<file path="src/rtl/display_pkg.sv">
// Shared types and constants for the seven-segment scan controller.
package display_pkg;

  typedef enum logic {
    SCAN  = 1'b0,
    BLANK = 1'b1
  } state_e;

  localparam logic [6:0] SEG_OFF   = 7'h7F;
  localparam logic [3:0] AN_OFF    = 4'hF;

  localparam logic [1:0] MODE_IDLE = 2'b00;
  localparam logic [1:0] MODE_W1   = 2'b01;
  localparam logic [1:0] MODE_W2   = 2'b10;
  localparam logic [1:0] MODE_W3   = 2'b11;

  localparam int unsigned BLANK_TICKS = 4;

endpackage

</file>
<file path="src/rtl/refresh_prescaler.sv">
// Digit-slot prescaler: counts 0..REFRESH_DIV-1, tick flags the last count.
module refresh_prescaler #(
  parameter int unsigned REFRESH_DIV = 100000
) (
  input  logic clk,
  input  logic rst_n,
  input  logic clr_i,
  output logic tick_o
);

  localparam int unsigned CW = $clog2(REFRESH_DIV);
  localparam logic [CW-1:0] CNT_LAST = CW'(REFRESH_DIV - 1);

  logic [CW-1:0] cnt_q, cnt_d;
  logic          tick_q, tick_d;

  // tick is registered alongside cnt so it is high exactly while cnt is at its last value
  always_comb begin
    cnt_d = cnt_q + CW'(1);
    if (clr_i || (cnt_q == CNT_LAST)) begin
      cnt_d = '0;
    end
    tick_d = (cnt_d == CNT_LAST);
  end

  always_ff @(posedge clk) begin
    if (!rst_n) begin
      cnt_q  <= '0;
      tick_q <= 1'b0;
    end else begin
      cnt_q  <= cnt_d;
      tick_q <= tick_d;
    end
  end

  assign tick_o = tick_q;

endmodule

</file>
<file path="src/rtl/word_display_scan_ctrl.sv">
// Mode register, digit multiplexing, blank-on-change and blink for a
// four-digit active-low seven-segment display.
module word_display_scan_ctrl
  import display_pkg::*;
#(
  parameter int unsigned REFRESH_DIV  = 100000,
  parameter int unsigned BLINK_FRAMES = 125
) (
  input  logic       clk,
  input  logic       rst_n,
  input  logic [1:0] mode_in_i,
  input  logic       mode_load_i,
  output logic       mode_ready_o,
  output logic [1:0] mode_o,
  input  logic [6:0] seg_in3_i,
  input  logic [6:0] seg_in2_i,
  input  logic [6:0] seg_in1_i,
  input  logic [6:0] seg_in0_i,
  input  logic       blink_en_i,
  output logic [6:0] seg_o,
  output logic [3:0] an_o
);

  localparam int unsigned FW = (BLINK_FRAMES > 1) ? $clog2(BLINK_FRAMES) : 1;
  localparam logic [FW-1:0] FRAME_LAST = FW'(BLINK_FRAMES - 1);
  localparam logic [1:0]    BLANK_LAST = 2'(BLANK_TICKS - 1);

  state_e        state_q, state_d;
  logic [1:0]    mode_q, mode_d;
  logic [1:0]    idx_q, idx_d;
  logic [1:0]    blank_cnt_q, blank_cnt_d;
  logic [FW-1:0] frame_cnt_q, frame_cnt_d;
  logic          phase_q, phase_d;
  logic [3:0]    an_q, an_d;
  logic [6:0]    seg_q, seg_d;
  logic          mode_ready_q, mode_ready_d;
  logic          tick;
  logic          clr_c;
  logic          show_c;
  logic [6:0]    seg_sel_c;

  refresh_prescaler #(
    .REFRESH_DIV(REFRESH_DIV)
  ) u_prescaler (
    .clk   (clk),
    .rst_n (rst_n),
    .clr_i (clr_c),
    .tick_o(tick)
  );

  always_comb begin
    seg_sel_c = seg_in0_i;
    case (idx_q)
      2'd0:    seg_sel_c = seg_in0_i;
      2'd1:    seg_sel_c = seg_in1_i;
      2'd2:    seg_sel_c = seg_in2_i;
      default: seg_sel_c = seg_in3_i;
    endcase
  end

  // Display registers load the slot for idx_q on each tick; idx then advances.
  always_comb begin
    state_d     = state_q;
    mode_d      = mode_q;
    idx_d       = idx_q;
    blank_cnt_d = blank_cnt_q;
    frame_cnt_d = frame_cnt_q;
    phase_d     = phase_q;
    an_d        = an_q;
    seg_d       = seg_q;
    clr_c       = 1'b0;
    show_c      = 1'b0;

    case (state_q)
      SCAN: begin
        if (mode_load_i) begin
          state_d     = BLANK;
          mode_d      = mode_in_i;
          clr_c       = 1'b1;
          idx_d       = 2'd0;
          blank_cnt_d = 2'd0;
          an_d        = AN_OFF;
          seg_d       = SEG_OFF;
        end else if (tick) begin
          show_c = 1'b1;
          if (idx_q == 2'd3) begin
            if (frame_cnt_q == FRAME_LAST) begin
              frame_cnt_d = '0;
              phase_d     = ~phase_q;
            end else begin
              frame_cnt_d = frame_cnt_q + FW'(1);
            end
          end
        end
      end
      BLANK: begin
        if (tick) begin
          if (blank_cnt_q == BLANK_LAST) begin
            state_d = SCAN;
            show_c  = 1'b1;
          end else begin
            blank_cnt_d = blank_cnt_q + 2'd1;
          end
        end
      end
      default: state_d = SCAN;
    endcase

    if (show_c) begin
      idx_d = idx_q + 2'd1;
      if (blink_en_i && phase_q) begin
        an_d  = AN_OFF;
        seg_d = SEG_OFF;
      end else begin
        an_d  = ~(4'b0001 << idx_q);
        seg_d = seg_sel_c;
      end
    end

    mode_ready_d = (state_d == SCAN);
  end

  always_ff @(posedge clk) begin
    if (!rst_n) begin
      state_q      <= SCAN;
      mode_q       <= MODE_IDLE;
      idx_q        <= 2'd0;
      blank_cnt_q  <= 2'd0;
      frame_cnt_q  <= '0;
      phase_q      <= 1'b0;
      an_q         <= AN_OFF;
      seg_q        <= SEG_OFF;
      mode_ready_q <= 1'b1;
    end else begin
      state_q      <= state_d;
      mode_q       <= mode_d;
      idx_q        <= idx_d;
      blank_cnt_q  <= blank_cnt_d;
      frame_cnt_q  <= frame_cnt_d;
      phase_q      <= phase_d;
      an_q         <= an_d;
      seg_q        <= seg_d;
      mode_ready_q <= mode_ready_d;
    end
  end

  assign an_o         = an_q;
  assign seg_o        = seg_q;
  assign mode_o       = mode_q;
  assign mode_ready_o = mode_ready_q;

endmodule

</file>
<file path="config.mk">
export PLATFORM = sky130hd
export DESIGN_NAME = word_display_scan_ctrl
export DESIGN_NICKNAME = d
export VERILOG_FILES = /design/src/rtl/display_pkg.sv /design/src/rtl/refresh_prescaler.sv /design/src/rtl/word_display_scan_ctrl.sv
export SDC_FILE = /design/constraint.sdc
export NUM_CORES = 1
export LEC_CHECK = 0
export CORE_UTILIZATION = 51
export DETAILED_ROUTE_END_ITERATION = 8
export PLACE_DENSITY = 0.91
export SYNTH_ARGS = -nofsm -noshare
export SYNTH_HDL_FRONTEND = slang
export SYNTH_HIERARCHICAL = 1
export SYNTH_SLANG_ARGS = --single-unit
</file>
<file path="constraint.sdc">
create_clock -name clk -period 2.3 [get_ports clk]
set_input_delay 0.345 -clock clk [delete_from_list [all_inputs] [get_ports clk]]
set_output_delay 0.345 -clock clk [all_outputs]
set_load 0.05 [all_outputs]
</file>
==> results.yml <==
global_route:
  grt_util_met3: 0.0629
  use_met1: 0.245
  antenna_found_initial: 0
  grt_usage: 0.219
  grt_pass1_wl_um: 8360
  met2_usage: 0.392
  grt_pass1_vias: 1835
  grt_overflow: 0
  grt_max_degree: 17
  busiest_layer: "met2"
min_path:
  worstHoldStart: "seg_o[2]$_SDFFE_PN1P_"
  hold_class: "register to register"
clocking:
  cts-root-buf: "clkbuf_8"
  cts_setup_buffers: 0
  clk_pin_slew_ns: 0.08
  cts_resized: 0
  htree_levels: 2
  insertion_delay_ns: 0.30
  numClockSinks: 45
  cts_buffers: 5
  cts_tree: "built"
  ctsHoldBuffers: 0
  clk_path_buf_depth: 2
setup_path:
  path_class: "register to register"
  startpoint: "u_prescaler/cnt_q[2]$_SDFF_PN0_"
  max_stage_delay_ns: 0.57
  arrival_ns: 2.33
  cp_slowest_cell: "or4_1"
  critical_path.startpoint_type: "register"
  crit_family: "simple AND/OR/NAND/NOR gates"
  crit_chain: "nand3_1, or4_1, a221o_1, a2111oi_2"
  r2r_start: "u_prescaler/cnt_q[2]$_SDFF_PN0_"
  endpoint_kind: "register"
  cp.required_ns: 2.49
  worstPathMaxFanout: 8
  crit_buf_inv: 0
yosys:
  synth_seq_area_share: 0.393
  synth_edf_count: 0
  syn_nets: 292
  syn_area_um2: 2290
  synth-main-ff-cell: "dfxtp_1"
  synth_top_area_cell: "dfxtp_1"
  synth_top_area_frac: 0.393
  async_flop_share: 0
  yosysUniqueCellTypes: 50
  synth_commonest_cells: "dfxtp_1, nor2_1, inv_1"
  synth.most_common_cell: "dfxtp_1"
  postSynthRegisterBits: 45
  synth_area_leaders: "dfxtp_1, nor2_1, ha_1, mux2i_1, xor2_1"
  avgSynthCellArea_um2: 9.22
  syn-instance-count: 249
  ys_warn_count: 6
timing:
  holdWs_ns: 0.486
  fin_worst_skew_ns: 0.0115
  slew_headroom: 0.654
  setup-tns-final_ns: 0
  fin_crit_ns: 2.14
  fmax_ghz: 0.467
  final-setup-viol-count: 0
  maxSlewViolCount: 0
  period_share: 0.930
  hold_violations: 0
  rsz0062_at_grt: "no"
  worst_slew_pin_slew_ns: 0.518
final_layout:
  stdcell_count: 349
  fin_area_um2: 2920
  fill_cells: 348
  drive_gt1_frac: 0.0741
  area_delta_synth_final_pct: 27.4
  nNetsFinal: 339
  diodes: 0
power_and_ir_drop:
  p_per_area_nw_per_um2: 529
  peakVddDrop_mv: 0.367
  p_leak_nw: 1.07
placed_design:
  port_buffers: 47
  place_inst: 341
  gp_congestion: 0.909
  place_area_um2: 2810
  hpwl_um: 3750
route:
  first_iter_violations: 88
  dr.pass1.iters: 4
  viasPerCell: 5.72
  ant_nets: 0
  drc_errors: 0
  wl_per_cell_um: 14.6
  vias: 1995
  wirelength_um: 5080
floorplan:
  io_pins: 48
  initial_utilization: 0.531
  fp.coreArea_um2: 4320
  die_x_um: 69.1
  die-area_um2: 4770
  rows: 24
  die_h_um: 69.1
outcome:
  status: "completed"
flow_run:
  max_cap_violations: 0
sequential cells by signal (all words and copies together) (netlist names):
register	flops
an_o	4
mode_ready_o	1
u_prescaler/cnt_q	17
mode_o	2
blank_cnt_q	2
frame_cnt_q	7
u_prescaler/tick_o	1
idx_q	2
state_q	1
seg_o	7
phase_q	1
layout make-up:
class	count	area [µm²]	share of cell area
clock buffers	7	86.3	0.0295
inverters	16	60.1	0.0205
flip-flops and latches	45	901	0.308
clock inverters	1	30.0	0.0103
well taps	52	65.1	0.0223
multi-input cells	174	1260	0.430
repair buffers	54	523	0.179
through the flow:
stage	power, mW	setup slack (ns)	utilization
2_1_floorplan	0.872	0.333	-
3_3_place_gp	0.948	0.188	0.649
3_5_place_dp	0.953	0.0759	0.649
4_1_cts	1.56	0.180	0.676
5_1_grt	1.61	0.0492	0.676
6_report	1.55	0.160	0.676
cell usage in the layout, fill, tap and decap left out, types with 2 or more instances in the layout:
cell type        count
inv_1               16
o21ai_0              2
and2_1               3
nand2b_1             2
nand4_1              5
ha_1                 9
or4_1                2
nand3_1             10
a31oi_1              2
nor2b_1              6
nor3_1               3
o2111ai_1            2
and3_1               4
xnor2_1             10
o22a_1               7
nor2_1              31
a2bb2oi_1            4
buf_4                7
dfxtp_1             45
clkbuf_8             6
and4_1               2
a222oi_1             7
xor2_1              12
nor3b_1              2
a21oi_1              5
nand2_1             13
mux2i_1             11
clkdlybuf4s50_1     47
per-layer routing:
| metal | share of wire | vias up |
|---|---|---|
| li1 | - | 974 |
| met1 | 0.42 | 948 |
| met2 | 0.50 | 69 |
| met3 | 0.061 | 4 |
| met4 | 0.010 | 0 |
| met5 | 0 | - |
kinds of logic after synthesis:
kind of cell               share of synthesized area
AOI/OAI and AO/OA                              0.150
xor gates and xnor gates                      0.0840
adders and majority gates                     0.0491
buffers and inverters                         0.0589
DFF                                            0.393
muxes                                         0.0529
and+or+nand+nor                                0.213
final timing paths:
path	to	slack, ns	depth (start not counted)
worst min register to register	seg_o[2]$_SDFFE_PN1P_	0.49	1
worst max register to register	u_prescaler/tick_o$_SDFF_PN0_	0.16	4
worst min-delay path	seg_o[2]$_SDFFE_PN1P_	0.49	1
worst max-delay path	u_prescaler/tick_o$_SDFF_PN0_	0.16	4
power by group:
group / total (mW) / internal [mW] / leakage [nW] / switching (mW)
Sequential: 0.794 / 0.786 / 0.364 / 0.00804
Combinational: 0.142 / 0.0833 / 0.647 / 0.0591
Clock: 0.610 / 0.354 / 0.0585 / 0.256
Total: 1.55 / 1.22 / 1.07 / 0.323
No activity file was read; power rests on OpenSTA's default activity.
